==> config.mk <==
export PLATFORM = sky130hd
export DESIGN_NAME = pipeline_hazard_ctrl_flat
export DESIGN_NICKNAME = d
export VERILOG_FILES = /design/src/rtl/pipeline_hazard_ctrl_pkg.sv /design/src/rtl/pipeline_hazard_ctrl_if.sv /design/src/rtl/pipeline_hazard_ctrl.sv /design/src/flat_wrapper.sv
export SDC_FILE = /design/constraint.sdc
export NUM_CORES = 1
export LEC_CHECK = 0
export BUFFER_PORTS_ARGS = -buffer_cell sky130_fd_sc_hd__clkbuf_2
export CORE_MARGIN = 2
export CORE_UTILIZATION = 45
export DETAILED_ROUTE_END_ITERATION = 8
export PLACE_DENSITY = 0.75
export SLEW_MARGIN = 20
export SYNTH_ARGS = -nofsm -noshare
export SYNTH_HDL_FRONTEND = slang
export SYNTH_SLANG_ARGS = --single-unit
==> constraint.sdc <==
create_clock -name i_clk -period 2.34 [get_ports i_clk]
set_input_delay 0.117 -clock i_clk [delete_from_list [all_inputs] [get_ports i_clk]]
set_output_delay 0.117 -clock i_clk [all_outputs]
set_load 0.02 [all_outputs]
==> src/rtl/pipeline_hazard_ctrl_pkg.sv <==
`default_nettype none
// ============================================================================
// Module      : pipeline_hazard_ctrl_pkg
// Description : Core package for the in-order IF/ID/EX/WB pipeline. Holds the
//               base opcode map, the hazard-controller state encoding and the
//               operand-usage helpers shared with the forwarding logic.
// Contents    : OPCODE_* constants, hazard_state_e, uses_rs1(), uses_rs2()
// Revision    : 1.0 - initial release
// ============================================================================
package pipeline_hazard_ctrl_pkg;

   // RV32I base opcode map
   localparam logic [6:0] OPCODE_LOAD   = 7'b0000011;
   localparam logic [6:0] OPCODE_OP_IMM = 7'b0010011;
   localparam logic [6:0] OPCODE_AUIPC  = 7'b0010111;
   localparam logic [6:0] OPCODE_STORE  = 7'b0100011;
   localparam logic [6:0] OPCODE_R      = 7'b0110011;
   localparam logic [6:0] OPCODE_LUI    = 7'b0110111;
   localparam logic [6:0] OPCODE_BRANCH = 7'b1100011;
   localparam logic [6:0] OPCODE_JALR   = 7'b1100111;
   localparam logic [6:0] OPCODE_JAL    = 7'b1101111;
   localparam logic [6:0] OPCODE_SYSTEM = 7'b1110011;

   // Hazard controller state encoding
   typedef enum logic [1:0] {
      HZ_RUN      = 2'd0,
      HZ_MEM_WAIT = 2'd1,
      HZ_MDU_WAIT = 2'd2
   } hazard_state_e;

   // rs1 is read by everything except the PC/immediate-only formats
   function automatic logic uses_rs1(input logic [6:0] opcode);
      return !(opcode inside {OPCODE_JAL, OPCODE_LUI, OPCODE_AUIPC});
   endfunction

   // rs2 is read only by register-register, store and branch formats
   function automatic logic uses_rs2(input logic [6:0] opcode);
      return (opcode inside {OPCODE_R, OPCODE_STORE, OPCODE_BRANCH});
   endfunction

endpackage : pipeline_hazard_ctrl_pkg
`default_nettype wire

==> src/rtl/pipeline_hazard_ctrl_if.sv <==
`default_nettype none
// ============================================================================
// Module      : pipeline_hazard_ctrl_if
// Description : Pipeline-to-hazard-controller bundle. The pipeline side
//               (master) supplies ID/EX status; the controller (slave)
//               returns register enables/flushes and status.
// Ports       : i_id_*, i_ex_*, i_dmem_ready, i_mdu_done   pipeline -> ctrl
//               o_*_stall, o_*_flush, o_mdu_busy,
//               o_mem_timeout, o_stall_cycles              ctrl -> pipeline
// Revision    : 1.0 - initial release
// ============================================================================
interface pipeline_hazard_ctrl_if #(
   parameter int CNT_W = 32
);
   logic [6:0]       i_id_opcode;
   logic [4:0]       i_id_rs1;
   logic [4:0]       i_id_rs2;
   logic             i_ex_mem_read;
   logic [4:0]       i_ex_rd;
   logic             i_ex_mem_req;
   logic             i_dmem_ready;
   logic             i_ex_mdu_start;
   logic             i_mdu_done;
   logic             i_ex_redirect;

   logic             o_pc_stall;
   logic             o_if_id_stall;
   logic             o_if_id_flush;
   logic             o_id_ex_stall;
   logic             o_id_ex_flush;
   logic             o_ex_wb_stall;
   logic             o_mdu_busy;
   logic             o_mem_timeout;
   logic [CNT_W-1:0] o_stall_cycles;

   modport master (
      output i_id_opcode, i_id_rs1, i_id_rs2, i_ex_mem_read, i_ex_rd,
             i_ex_mem_req, i_dmem_ready, i_ex_mdu_start, i_mdu_done,
             i_ex_redirect,
      input  o_pc_stall, o_if_id_stall, o_if_id_flush, o_id_ex_stall,
             o_id_ex_flush, o_ex_wb_stall, o_mdu_busy, o_mem_timeout,
             o_stall_cycles
   );

   modport slave (
      input  i_id_opcode, i_id_rs1, i_id_rs2, i_ex_mem_read, i_ex_rd,
             i_ex_mem_req, i_dmem_ready, i_ex_mdu_start, i_mdu_done,
             i_ex_redirect,
      output o_pc_stall, o_if_id_stall, o_if_id_flush, o_id_ex_stall,
             o_id_ex_flush, o_ex_wb_stall, o_mdu_busy, o_mem_timeout,
             o_stall_cycles
   );

endinterface : pipeline_hazard_ctrl_if
`default_nettype wire

==> src/rtl/pipeline_hazard_ctrl.sv <==
`default_nettype none
// ============================================================================
// Module      : pipeline_hazard_ctrl
// Description : Stall/flush sequencer for the IF/ID/EX/WB pipeline. Resolves
//               load-use, taken redirects, data-memory wait states and
//               multi-cycle MUL/DIV, counts stalled cycles and flags memory
//               accesses that wait too long.
// Ports       : i_clk    core clock
//               i_rst_n  synchronous active-low reset
//               bus      pipeline_hazard_ctrl_if.slave (status in, enables out)
// Revision    : 1.0 - initial release
// ============================================================================
module pipeline_hazard_ctrl
   import pipeline_hazard_ctrl_pkg::*;
#(
   parameter int MEM_TIMEOUT = 255,
   parameter int CNT_W       = 32
) (
   input  logic                        i_clk,
   input  logic                        i_rst_n,
   pipeline_hazard_ctrl_if.slave       bus
);

   localparam int               c_TO_W   = $clog2(MEM_TIMEOUT + 1);
   localparam logic [c_TO_W-1:0] c_TO_MAX = c_TO_W'(MEM_TIMEOUT);

   localparam logic [1:0] S_RUN      = HZ_RUN;
   localparam logic [1:0] S_MEM_WAIT = HZ_MEM_WAIT;
   localparam logic [1:0] S_MDU_WAIT = HZ_MDU_WAIT;

   logic [1:0]        r_state;
   logic [c_TO_W-1:0] r_to_cnt;
   logic              r_mem_timeout;
   logic [CNT_W-1:0]  r_stall_cycles;

   logic [1:0]        w_state_nxt;
   logic              w_load_use;
   logic              w_mem_hold;
   logic              w_freeze;
   logic [c_TO_W-1:0] w_to_inc;
   logic              w_pc_stall;
   logic              w_if_id_stall;
   logic              w_if_id_flush;
   logic              w_id_ex_stall;
   logic              w_id_ex_flush;
   logic              w_ex_wb_stall;
   logic              w_mdu_busy;

   // Load in EX whose destination is read by the ID instruction. x0 never
   // carries a real dependency.
   assign w_load_use = bus.i_ex_mem_read && (bus.i_ex_rd != 5'd0) &&
                       ((uses_rs1(bus.i_id_opcode) && (bus.i_ex_rd == bus.i_id_rs1)) ||
                        (uses_rs2(bus.i_id_opcode) && (bus.i_ex_rd == bus.i_id_rs2)));

   assign w_mem_hold = bus.i_ex_mem_req && !bus.i_dmem_ready;
   assign w_freeze   = w_mem_hold || bus.i_ex_mdu_start;

   // Saturating so a very long wait cannot wrap back below the threshold
   assign w_to_inc = (r_to_cnt == c_TO_MAX) ? r_to_cnt : r_to_cnt + c_TO_W'(1);

   always_comb begin
      w_state_nxt   = r_state;
      w_pc_stall    = 1'b0;
      w_if_id_stall = 1'b0;
      w_if_id_flush = 1'b0;
      w_id_ex_stall = 1'b0;
      w_id_ex_flush = 1'b0;
      w_ex_wb_stall = 1'b0;
      w_mdu_busy    = 1'b0;

      case (r_state)
         S_RUN: begin
            if (w_freeze) begin
               // Whole pipe frozen; a pending redirect is retried once EX moves
               w_pc_stall    = 1'b1;
               w_if_id_stall = 1'b1;
               w_id_ex_stall = 1'b1;
               w_ex_wb_stall = 1'b1;
               w_state_nxt   = w_mem_hold ? S_MEM_WAIT : S_MDU_WAIT;
            end else if (bus.i_ex_redirect) begin
               // ID instruction is discarded, so its load-use is moot
               w_if_id_flush = 1'b1;
               w_id_ex_flush = 1'b1;
            end else if (w_load_use) begin
               // One bubble; afterwards the load sits in WB and forwards
               w_pc_stall    = 1'b1;
               w_if_id_stall = 1'b1;
               w_id_ex_flush = 1'b1;
            end
         end
         S_MEM_WAIT: begin
            w_pc_stall    = 1'b1;
            w_if_id_stall = 1'b1;
            w_id_ex_stall = 1'b1;
            w_ex_wb_stall = 1'b1;
            if (bus.i_dmem_ready) begin
               w_state_nxt = S_RUN;
            end
         end
         S_MDU_WAIT: begin
            w_mdu_busy = 1'b1;
            if (bus.i_mdu_done) begin
               // Release in the done cycle so EX/WB latches the result
               w_state_nxt = S_RUN;
            end else begin
               w_pc_stall    = 1'b1;
               w_if_id_stall = 1'b1;
               w_id_ex_stall = 1'b1;
               w_ex_wb_stall = 1'b1;
            end
         end
         default: begin
            w_state_nxt = S_RUN;
         end
      endcase

      if (!i_rst_n) begin
         w_pc_stall    = 1'b0;
         w_if_id_stall = 1'b0;
         w_if_id_flush = 1'b0;
         w_id_ex_stall = 1'b0;
         w_id_ex_flush = 1'b0;
         w_ex_wb_stall = 1'b0;
         w_mdu_busy    = 1'b0;
      end
   end

   always_ff @(posedge i_clk) begin
      if (!i_rst_n) begin
         r_state        <= S_RUN;
         r_to_cnt       <= '0;
         r_mem_timeout  <= 1'b0;
         r_stall_cycles <= '0;
      end else begin
         r_state <= w_state_nxt;

         if (w_pc_stall) begin
            r_stall_cycles <= r_stall_cycles + CNT_W'(1);
         end

         if (r_state == S_MEM_WAIT) begin
            if (w_to_inc == c_TO_MAX) begin
               r_mem_timeout <= 1'b1;
            end
            r_to_cnt <= bus.i_dmem_ready ? '0 : w_to_inc;
         end else begin
            r_to_cnt <= '0;
         end
      end
   end

   assign bus.o_pc_stall     = w_pc_stall;
   assign bus.o_if_id_stall  = w_if_id_stall;
   assign bus.o_if_id_flush  = w_if_id_flush;
   assign bus.o_id_ex_stall  = w_id_ex_stall;
   assign bus.o_id_ex_flush  = w_id_ex_flush;
   assign bus.o_ex_wb_stall  = w_ex_wb_stall;
   assign bus.o_mdu_busy     = w_mdu_busy;
   assign bus.o_mem_timeout  = r_mem_timeout;
   assign bus.o_stall_cycles = r_stall_cycles;

endmodule : pipeline_hazard_ctrl
`default_nettype wire

==> src/flat_wrapper.sv <==
// flat-port wrapper written by rule: the top's interface ports become plain ports
module pipeline_hazard_ctrl_flat import pipeline_hazard_ctrl_pkg::*;
#(
   parameter int MEM_TIMEOUT = 255,
   parameter int CNT_W       = 32
)
  (i_clk, i_rst_n, bus_i_id_opcode, bus_i_id_rs1, bus_i_id_rs2, bus_i_ex_mem_read, bus_i_ex_rd, bus_i_ex_mem_req, bus_i_dmem_ready, bus_i_ex_mdu_start, bus_i_mdu_done, bus_i_ex_redirect, bus_o_pc_stall, bus_o_if_id_stall, bus_o_if_id_flush, bus_o_id_ex_stall, bus_o_id_ex_flush, bus_o_ex_wb_stall, bus_o_mdu_busy, bus_o_mem_timeout, bus_o_stall_cycles);
  pipeline_hazard_ctrl_if #(.CNT_W(CNT_W)) bus_i ();
  input  logic i_clk;
  input  logic i_rst_n;
  input wire logic [$bits(bus_i.i_id_opcode)-1:0] bus_i_id_opcode;
  input wire logic [$bits(bus_i.i_id_rs1)-1:0] bus_i_id_rs1;
  input wire logic [$bits(bus_i.i_id_rs2)-1:0] bus_i_id_rs2;
  input wire logic [$bits(bus_i.i_ex_mem_read)-1:0] bus_i_ex_mem_read;
  input wire logic [$bits(bus_i.i_ex_rd)-1:0] bus_i_ex_rd;
  input wire logic [$bits(bus_i.i_ex_mem_req)-1:0] bus_i_ex_mem_req;
  input wire logic [$bits(bus_i.i_dmem_ready)-1:0] bus_i_dmem_ready;
  input wire logic [$bits(bus_i.i_ex_mdu_start)-1:0] bus_i_ex_mdu_start;
  input wire logic [$bits(bus_i.i_mdu_done)-1:0] bus_i_mdu_done;
  input wire logic [$bits(bus_i.i_ex_redirect)-1:0] bus_i_ex_redirect;
  output wire logic [$bits(bus_i.o_pc_stall)-1:0] bus_o_pc_stall;
  output wire logic [$bits(bus_i.o_if_id_stall)-1:0] bus_o_if_id_stall;
  output wire logic [$bits(bus_i.o_if_id_flush)-1:0] bus_o_if_id_flush;
  output wire logic [$bits(bus_i.o_id_ex_stall)-1:0] bus_o_id_ex_stall;
  output wire logic [$bits(bus_i.o_id_ex_flush)-1:0] bus_o_id_ex_flush;
  output wire logic [$bits(bus_i.o_ex_wb_stall)-1:0] bus_o_ex_wb_stall;
  output wire logic [$bits(bus_i.o_mdu_busy)-1:0] bus_o_mdu_busy;
  output wire logic [$bits(bus_i.o_mem_timeout)-1:0] bus_o_mem_timeout;
  output wire logic [$bits(bus_i.o_stall_cycles)-1:0] bus_o_stall_cycles;
  assign bus_i.i_id_opcode = bus_i_id_opcode;
  assign bus_i.i_id_rs1 = bus_i_id_rs1;
  assign bus_i.i_id_rs2 = bus_i_id_rs2;
  assign bus_i.i_ex_mem_read = bus_i_ex_mem_read;
  assign bus_i.i_ex_rd = bus_i_ex_rd;
  assign bus_i.i_ex_mem_req = bus_i_ex_mem_req;
  assign bus_i.i_dmem_ready = bus_i_dmem_ready;
  assign bus_i.i_ex_mdu_start = bus_i_ex_mdu_start;
  assign bus_i.i_mdu_done = bus_i_mdu_done;
  assign bus_i.i_ex_redirect = bus_i_ex_redirect;
  assign bus_o_pc_stall = bus_i.o_pc_stall;
  assign bus_o_if_id_stall = bus_i.o_if_id_stall;
  assign bus_o_if_id_flush = bus_i.o_if_id_flush;
  assign bus_o_id_ex_stall = bus_i.o_id_ex_stall;
  assign bus_o_id_ex_flush = bus_i.o_id_ex_flush;
  assign bus_o_ex_wb_stall = bus_i.o_ex_wb_stall;
  assign bus_o_mdu_busy = bus_i.o_mdu_busy;
  assign bus_o_mem_timeout = bus_i.o_mem_timeout;
  assign bus_o_stall_cycles = bus_i.o_stall_cycles;
  pipeline_hazard_ctrl #(.MEM_TIMEOUT(MEM_TIMEOUT), .CNT_W(CNT_W)) u_core (.i_clk(i_clk), .i_rst_n(i_rst_n), .bus(bus_i));
endmodule
-- Word-level counts from Yosys, hierarchy flattened
Index checks and enable logic that the tools add are counted.
- flip-flop bits (word level): 43
- input port bits: 30
- output and inout bits: 40
- word-level logic and storage cells: 64
- add/subtract/negate cells: 2
- eq/ne operators: 15
- multiplexer cells: 25
- bitwise logic cells: 2
- reduce and logical (&&, ||, !) cells: 16
- operator list (kind ; number):
    adder 32 x 1 -> 32 bit (second input constant) ; 1
    equality test 7 x 6 -> 1 bit (second input constant) ; 3
    two-way mux 1 bit ; 17
    equality test 8 bit (second input constant) ; 2
    equality test 7 bit (second input constant) ; 2
    equality test 5 bit ; 2
    adder 8 x 1 -> 8 bit (second input constant) ; 1
    two-way mux 2 bit ; 4
    two-way mux 8 bit ; 1
    equality test 7 x 5 -> 1 bit (second input constant) ; 1
    one-hot mux 1 bit (3 select lines) ; 2
    one-hot mux 2 bit (3 select lines) ; 1
    nonzero test 3 bit ; 2
    logical AND 1 bit ; 5
    nonzero test 5 bit ; 1
    != test 2 bit (second input constant) ; 2
    AND reduction 3 bit ; 1
    OR reduction 3 bit ; 1
    equality test 2 x 1 -> 1 bit (second input constant) ; 1
    equality test 2 bit (second input constant) ; 1
    logical NOT 1 bit ; 2
    logical NOT 2 bit ; 1
    logical OR 1 bit ; 2
    != test 2 x 1 -> 1 bit (second input constant) ; 1
    other kinds (2) ; 3

-- Longest topological paths before layout
Gate-level depths: netlist (run 1).
- word-level depth: 11
- gate-level depth with buffers: 7
- depth with buffers taken out: 7

-- Least setup slack after synthesis (run 1)
OpenSTA, ideal clock, no wires.
- path type: register to register
- start point: register u_core.r_stall_cycles[9] (netlist: u_core.bus.o_stall_cycles[9])
- end point: register u_core.r_stall_cycles[24] (netlist: u_core.bus.o_stall_cycles[24])
- library setup time: 0.072 ns
- arrival: 1.954 ns
- data required time: 2.268 ns
- path slack: 0.314 ns
- stages on the path, launching flop included: 7
- path buffers: 0
- period minus slack after synthesis: 2.026 ns
- cell sequence: dfxtp_1 > and4_1 > nand3_4 > nor4_4 > nand4_1 > a211oi_2 > mux2i_1
- cells in the longest elaborated chain, start to end: 1
- RTL lines (element ; line ; RTL):
    from (decl) ; pipeline_hazard_ctrl.sv:34 ; logic [CNT_W-1:0] r_stall_cycles;
    from (signal assigned) ; pipeline_hazard_ctrl.sv:138 ; r_stall_cycles <= r_stall_cycles + CNT_W'(1);
    adder 32 x 1 -> 32 bit ; pipeline_hazard_ctrl.sv:138 ;
Every way passes these cells.
A chain may end at the register's enable or synchronous reset.

-- Worst setup path in the final report (run 1)
- start point: register u_core.r_state[1]
- end point: output port bus_o_pc_stall
- cells in the longest elaborated chain, start to end: 3
- elaborated cells on any way between the ends: 5
- those cells by class: eq/ne: 2; mux: 2; reduce/logical: 1
- RTL lines (element ; line ; RTL):
    from (decl) ; pipeline_hazard_ctrl.sv:31 ; logic [1:0] r_state;
    from (signal assigned) ; pipeline_hazard_ctrl.sv:135 ; r_state <= w_state_nxt;
    equality test 2 bit, or another cell as far along ; pipeline_hazard_ctrl.sv:71 ; case (r_state)
    one-hot mux 1 bit (3 select lines) * ; pipeline_hazard_ctrl.sv:71 ;
    two-way mux 1 bit * ; pipeline_hazard_ctrl.sv:117 ; if (!i_rst_n) begin
    to (decl) ; flat_wrapper.sv:21 ; output wire logic [$bits(bus_i.o_pc_stall)-1:0] bus_o_pc_stall;
Every way passes the cells marked *; elsewhere a longest branch is shown, timed or not.

==> qor.txt, run 1 <==
overall power = 1.64 mW
pin count of the biggest net entering global routing = 62
top-area cell type share of the netlist area = 0.311
worst hold slack = 0.0252 ns
Die Y = 82.4 um
vias in the first global route = 2197
Hold Buf Count CTS = 0
internal power = 1.24 mW
critical path required time = 2.22 ns
cts repair resizes = 0
detailed-router iteration count before antenna repair = 4
post-layout minimum cycle time = 2.15 ns
global-route wire length before repair = 9930 um
PwrDens = 496 nW/um^2
global route total overflow = 0
global placer's final weighted congestion = 0.822
initial DRC count = 80
Horiz. Die Dim = 82.4 um
Tot GR Track Use = 0.187
final wirelength = 6190 um
Comb power frac = 0.125
Initial Util = 0.467
RSZ-0062 raised after global routing = no
Final Max Tran Viols = 0
P_sw = 398 uW
CTS tree = yes
H-tree depth = 2
I/O Buffers = 69
Synth cell types = 45
Leak = 1.30 nW
Final setup viols = 0
count leader, synth = nand2_1
setup TNS = 0 ns
dpl ws = 0.192 ns
PnR worst setup slack = 0.188 ns
WP data arrival = 2.04 ns
clk sinks = 43
syn avg cell area = 8.28 sq um
share of cells above drive strength 1 = 0.249
Layout Nets = 428
Switching Share = 0.242
Fin Clk Skew = 0.0100 ns
via count = 2572
Slowest cell on crit path = nor3_1
Core ar. = 5920 sq um
Critical Path End Type = output pin
syn_nets = 366
clock share of power = 0.418
crit path max fanout = 26
Clock Root Buffer = clkbuf_8
R2R depth = 6
register share of total power = 0.457
remaining antenna violation count = 0
Die ar. = 6790 sq um
initial antenna violation count = 0
post-DP HPWL = 4540 um
Worst Hold Class = in -> reg
# placed instances = 464
Vias/cell = 5.45
CTS Buf Count = 5
Finished Layout Cells = 472
leading area contributor after synthesis = dfxtp_1
Setup Buffers After CTS = 0
CTS Buffer Depth = 2
Synth top cells by count = nand2_1, dfxtp_1, mux2i_1, nand2b_1, a21oi_1
Slew @ Worst Pin = 0.866 ns
final hold violation count = 0
number of synthesized flops with an enable pin = 0
Max VDD drop = 0.000251 V
Crit Path Category = reg -> out
Slew headroom = 0.420
synthesized netlist cell count = 334
# fillers = 576
startpoint types = flip-flop
DR DRC count = 0
MaxCap Viol Count = 0
Max Clock Freq = 465 MHz
status = finished clean
max incr delay on CP = 0.43 ns
Hold Path Cell Cnt = 2
Worst-path clk slew = 0.08 ns
number of I/O pins = 70
register area share after synthesis = 0.311
clk_lat worst skew = 0.30 ns
diodes inserted = 0
Synth area leaders = dfxtp_1, mux2i_1, nand2b_1
row count = 28
Avg WL per Cell = 13.1 um
Syn Std Cell Area = 2770 sq um
ys async rst share = 0
Synth-to-Final Area Change = 19.7%
final worst path period share = 0.920
yosys warns = 0
Synth Register Bits = 43
Main synth FF type = dfxtp_1
crit path cell chain = nor3_1 -> o211ai_4 -> a21oi_1 -> clkbuf_2
==> flip-flops by register name, summed over array words and instances, names as in the netlist <==
| name | flops |
|---|---|
| u_core.r_to_cnt | 8 |
| u_core.bus.o_stall_cycles | 32 |
| u_core.bus.o_mem_timeout | 1 |
| u_core.r_state | 2 |
==> layout make-up <==
class / count / area [sq um] / area share
multi-input cells: 261 / 1770 / 0.535
flip-flops and latches: 43 / 861 / 0.260
repair buffers: 78 / 425 / 0.129
well taps: 75 / 93.8 / 0.0284
clock buffers: 6 / 72.6 / 0.0219
clock inverters: 2 / 60.1 / 0.0181
inverters: 7 / 26.3 / 0.00794
==> worst max-delay path: cells and delay by family (launching register included) <==
family	cells	cell delay [ns]
DFF	1	0.39
AOI/OAI and AO/OA	2	0.70
and+or+nand+nor	1	0.43
buffers and inverters	1	0.21
==> metal layers <==
metal | wire (um) | track usage | vias to the layer above
li1 | - | - | 1312
met1 | 2900 | 0.232 | 1192
met2 | 2930 | 0.319 | 64
met3 | 307 | 0.0402 | 4
met4 | 55 | 0.0617 | 0
met5 | 0 | 0 | -
==> worst paths after layout <==
path | slack (ns) | from | end
worst max register to register | 0.19 | u_core.bus.o_stall_cycles[10]$_SDFFE_PN0P_ | u_core.bus.o_stall_cycles[28]$_SDFFE_PN0P_
worst min register to register | 0.48 | u_core.bus.o_mem_timeout$_SDFFE_PN0P_ | u_core.bus.o_mem_timeout$_SDFFE_PN0P_
worst max-delay path | 0.19 | u_core.r_state[1]$_SDFFE_PN0P_ | bus_o_pc_stall
worst min-delay path | 0.03 | bus_i_dmem_ready | u_core.r_state[0]$_SDFFE_PN0P_
==> through the flow <==
| step | util | area [sq um] |
|---|---|---|
| 6_report | 0.559 | 3310 |
| 5_1_grt | 0.559 | 3310 |
| 4_1_cts | 0.559 | 3310 |
| 3_5_place_dp | 0.537 | 3180 |
| 3_3_place_gp | 0.537 | 3180 |
| 2_1_floorplan | - | 2770 |
==> power by group through the flow <==
stage               logic [mW]  registers (mW)  clock network, mW
floorplan                0.135           0.769                  0
global placement         0.202           0.766                  0
detailed placement       0.207           0.767                  0
CTS                      0.207           0.750              0.703
global route             0.226           0.752              0.727
finish                   0.206           0.750              0.685
==> placed cells by master, fill, tap and decap left out, drive strengths merged, types with 8 or more instances in the layout <==
cell type / instances
nor2: 11
clkbuf: 75
a211oi: 8
buf: 9
o21ai: 10
dfxtp: 43
a21oi: 26
mux2i: 31
nand2: 44
nand3: 21
nand2b: 31
nand4: 15
==> cell families (layout without fill, tap and decap cells) <==
family	Yosys count	after routing	share of synthesized area
fa+ha+maj	2	2	0.00905
flops	43	43	0.311
xor+xnor	14	14	0.0443
mux	32	32	0.116
buf+inv	30	93	0.0484
simple gates	157	157	0.318
compound gates	56	56	0.153
No activity file was read; power rests on OpenSTA's default activity.
==> run 2, diff against run 1 <==
- BUFFER_PORTS_ARGS: -buffer_cell sky130_fd_sc_hd__clkbuf_2 -> not set
- DONT_BUFFER_PORTS: not set -> 1
- PLACE_DENSITY: 0.75 -> 0.66
==> run 2 against run 1 <==
Highest routed layer unchanged. Count of clock-buffer cells in the layout unchanged. Hold slack better by 0.029 ns. Cell count down 11%.
==> qor.txt, run 2 (synthesis results as in run 1) <==
status = finished clean
crit path max fanout = 7
min-delay src = i_rst_n
Final setup viols = 0
Layout Nets = 374
vias in the first global route = 2179
Avg WL per Cell = 15.1 um
global placer's final weighted congestion = 0.786
row count = 28
dpl ws = 0.276 ns
pin count of the biggest net entering global routing = 62
Clock Root Buffer = clkbuf_8
Final Max Tran Viols = 0
Horiz. Die Dim = 82.4 um
Max Clock Freq = 485 MHz
Fin Clk Skew = 0.00917 ns
final hold violation count = 0
commonest non-fill, non-tap cells in the layout = nand2_1, dfxtp_1, nand2b_1, mux2i_1, a21oi_1
critical path required time = 2.57 ns
CTS Buf Count = 5
Core ar. = 5920 sq um
Slew headroom = 0.495
I/O Buffers = 0
number of I/O pins = 70
Die Y = 82.4 um
Crit Path Category = reg -> reg
Max VDD drop = 0.000312 V
Tot GR Track Use = 0.187
WP data arrival = 2.29 ns
Critical Path End Type = flip-flop
PwrDens = 498 nW/um^2
Finished Layout Cells = 418
# placed instances = 407
post-DP HPWL = 4510 um
Slew @ Worst Pin = 0.755 ns
FF-to-FF Start = u_core.bus.o_stall_cycles[11]$_SDFFE_PN0P_
RSZ-0062 raised after global routing = no
initial antenna violation count = 0
via count = 2381
final wirelength = 6300 um
worst hold slack = 0.0541 ns
final worst path period share = 0.881
crit path launch = u_core.bus.o_stall_cycles[11]$_SDFFE_PN0P_
final core occ = 0.520
MaxCap Viol Count = 0
clk_lat worst skew = 0.30 ns
Slowest cell on crit path = nor4_4
Post-Layout Inst Area = 3080 sq um
Worst-path clk slew = 0.09 ns
Leak = 1.08 nW
PnR worst setup slack = 0.277 ns
cts repair resizes = 0
CTS tree = yes
Worst Hold Class = in -> reg
global-route wire length before repair = 10000 um
global route total overflow = 0
max incr delay on CP = 0.50 ns
H-tree depth = 2
diodes inserted = 0
Vias/cell = 5.70
setup TNS = 0 ns
post-layout minimum cycle time = 2.06 ns
DP Area = 2920 sq um
max reg flops = 32
buffers plus inverters on the worst setup path = 0
initial DRC count = 160
startpoint types = flip-flop
commonest non-fill, non-tap cell in the layout = nand2_1
overall power = 1.53 mW
share of cells above drive strength 1 = 0.128
Synth-to-Final Area Change = 11.4%
DR DRC count = 0
crit path cell chain = and4_1 -> nand3_4 -> nor4_4 -> nand2_1 -> a211oi_2 -> mux2i_1
detailed-router iteration count before antenna repair = 4
CTS Buffer Depth = 2
delay-heaviest family, CP = simple AND/OR/NAND/NOR gates
Die ar. = 6790 sq um
remaining antenna violation count = 0
# fillers = 566
clk sinks = 43
Initial Util = 0.467
## run 2: timing repair
item,4_1_cts,5_1_grt
hold buffers,3,0
endpoints found under the hold margin,32,0
setup buffers,0,0
## run 2: layer usage
layer,global-route usage,vias to the layer above,part of all wire
met1,0.241,1117,0.45
met4,0.0617,0,0.014
met5,0,-,0
met2,0.304,52,0.47
met3,0.0478,10,0.066
li1,-,1202,-
## run 2: cell type report
| class | count | area (sq um) | area share |
|---|---|---|---|
| Sequential cell | 43 | 861 | 0.280 |
| Timing Repair Buffer | 24 | 210 | 0.0683 |
| Inverter | 7 | 26.3 | 0.00853 |
| Multi-Input combinational cell | 261 | 1770 | 0.575 |
| Clock buffer | 6 | 82.6 | 0.0268 |
| Tap cell | 75 | 93.8 | 0.0305 |
| Clock inverter | 2 | 35.0 | 0.0114 |
## run 2: where the power goes
group	leakage, nW	internal, mW	switching (mW)	total (mW)
Combinational	0.667	0.0638	0.105	0.169
Clock	0.0612	0.346	0.262	0.607
Sequential	0.347	0.739	0.0179	0.757
Total	1.08	1.15	0.385	1.53
## run 2: worst paths after layout
kind                                           endpoint  slack, ns  depth (start not counted)
min           u_core.bus.o_stall_cycles[1]$_SDFFE_PN0P_       0.05                          2
max          u_core.bus.o_stall_cycles[28]$_SDFFE_PN0P_       0.28                          6
min reg2reg               u_core.r_to_cnt[6]$_SDFF_PP0_       0.56                          1
max reg2reg  u_core.bus.o_stall_cycles[28]$_SDFFE_PN0P_       0.28                          6
## run 2: worst register-to-register path: stages, from the launching register on
cell and delay [ns]:
dfxtp_1 0.34, and4_1 0.28, nand3_4 0.16, nor4_4 0.50, nand2_1 0.21, a211oi_2 0.28, mux2i_1 0.21
==> run 3, diff against run 2 <==
- clock period: 2.34 -> 2.65 ns (I/O delays scaled with it)
==> run 3 against run 2 <==
Maximum frequency down 9.8%. Sequential power shrank 12%. Hold slack got worse by 0.048 ns. Critical path depth did not move. Count of clock-buffer cells in the layout unchanged. Via count down 1.3%. Total power decreased by 19%. Cell count shrank 2.2%. Critical path type unchanged. Highest routed layer unchanged.
==> qor.txt, run 3 (synthesis results as in run 1) <==
status = finished clean
RSZ-0062 raised after global routing = no
detailed-router iteration count before antenna repair = 4
Finished Layout Cells = 409
Setup Buffers After CTS = 0
crit path max fanout = 16
post-layout minimum cycle time = 2.29 ns
final core occ = 0.504
internal power = 910 uW
Core ar. = 5920 sq um
initial antenna violation count = 0
Crit Path Category = reg -> reg
CTS Buf Count = 5
WP data arrival = 2.51 ns
Leak = 1.01 nW
GR Util met3 = 0.0685
CTS Buffer Depth = 2
# placed instances = 395
Final setup viols = 0
overall power = 1.24 mW
row count = 28
critical path required time = 2.88 ns
Final Max Tran Viols = 0
# fillers = 582
clock share of power = 0.343
Tot GR Track Use = 0.198
global route total overflow = 0
Critical Path End Type = flip-flop
Vias/cell = 5.74
commonest non-fill, non-tap cells in the layout = nand2_1, dfxtp_1, nand2b_1, mux2i_1, a21oi_1
Slew @ Worst Pin = 0.894 ns
P_sw = 330 uW
Switching Share = 0.266
via count = 2349
max reg flops = 32
Clock Root Buffer = clkbuf_8
Worst-path clk slew = 0.08 ns
Layout Nets = 366
MaxCap Viol Count = 0
H-tree depth = 2
remaining antenna violation count = 0
Worst Hold Class = in -> reg
Max Clock Freq = 437 MHz
I/O Buffers = 0
register share of total power = 0.539
startpoint types = flip-flop
PnR worst setup slack = 0.364 ns
Die ar. = 6790 sq um
global placer's final weighted congestion = 0.776
Initial Util = 0.467
Die Y = 82.4 um
diodes inserted = 0
met1 Usage GRT = 0.247
final wirelength = 6390 um
number of I/O pins = 70
clk_lat worst skew = 0.29 ns
Horiz. Die Dim = 82.4 um
final worst path period share = 0.863
global-route wire length before repair = 10400 um
final hold violation count = 0
CTS tree = yes
grt peak-use layer = met2
Fin Clk Skew = 0.00683 ns
Avg WL per Cell = 15.6 um
vias in the first global route = 2157
GR met2 Demand/Resource = 0.317
setup TNS = 0 ns
clk sinks = 43
DR DRC count = 0
Synth-to-Final Area Change = 8.01%
Max VDD drop = 0.000235 V
pin count of the biggest net entering global routing = 51
share of cells above drive strength 1 = 0.0928
Slew headroom = 0.401
dpl ws = 0.410 ns
commonest non-fill, non-tap cell in the layout = nand2_1
post-DP HPWL = 4220 um
PwrDens = 415 nW/um^2
Comb power frac = 0.118
initial DRC count = 126
run 3: cell count changes in the layout (fill, tap and decap cells not counted), sizes merged:
cell and delta:
bufinv -1, buf -12, dlygate4sd3 +4
run 3: metal layers:
layer | part of all wire | vias up | wire length [um]
met5 | 0 | - | 0
met4 | 0.018 | 0 | 114
met3 | 0.077 | 6 | 494
met2 | 0.47 | 51 | 2990
met1 | 0.44 | 1103 | 2780
li1 | - | 1189 | -
run 3: per-stage QoR:
| step | hold WS (ns) | instance area, sq um |
|---|---|---|
| after detailed placement | 0.221 | 2820 |
| after CTS | 0.00176 | 2980 |
| after global placement | 0.218 | 2820 |
| after global routing | 0.00648 | 2990 |
| final | 0.00621 | 2990 |
| after floorplan | 0.212 | 2770 |
run 3: final cells by class:
class	instances	area [sq um]	share of cell area
sequential	43	861	0.288
multi-input combinational	261	1770	0.593
inverter	7	26.3	0.00880
clock inverter	1	5.00	0.00168
clock buffer	6	82.6	0.0276
timing repair buffer	16	148	0.0494
tap	75	93.8	0.0314
run 3: worst paths after layout:
path                            cells past startpoint  slack [ns]                                      start                                    endpoint
worst min register to register                      1        0.55              u_core.r_to_cnt[6]$_SDFF_PP0_               u_core.r_to_cnt[6]$_SDFF_PP0_
worst min-delay path                                2       0.006                                    i_rst_n   u_core.bus.o_stall_cycles[3]$_SDFFE_PN0P_
worst max register to register                      6        0.36  u_core.bus.o_stall_cycles[4]$_SDFFE_PN0P_  u_core.bus.o_stall_cycles[29]$_SDFFE_PN0P_
worst max-delay path                                6        0.36  u_core.bus.o_stall_cycles[4]$_SDFFE_PN0P_  u_core.bus.o_stall_cycles[29]$_SDFFE_PN0P_
run 3: power groups by stage:
| stage | clock network [mW] | registers, mW | logic (mW) |
|---|---|---|---|
| final | 0.426 | 0.669 | 0.146 |
| after global routing | 0.463 | 0.670 | 0.162 |
| after CTS | 0.441 | 0.669 | 0.144 |
| after detailed placement | 0 | 0.684 | 0.121 |
| after global placement | 0 | 0.684 | 0.119 |
| after floorplan | 0 | 0.679 | 0.119 |
run 3: critical path: stages, from the launching register on:
cell and delay (ns):
dfxtp_1 0.51, and4_1 0.30, and4_1 0.58, and2_1 0.28
nand4_1 0.11, a21oi_1 0.22, mux2i_1 0.21
run 3: repair_timing:
| item | 4_1_cts | 5_1_grt |
|---|---|---|
| hold buffers | 6 | 1 |
| endpoints found under the hold margin | 31 | 2 |
| gates resized for setup | 0 | 0 |
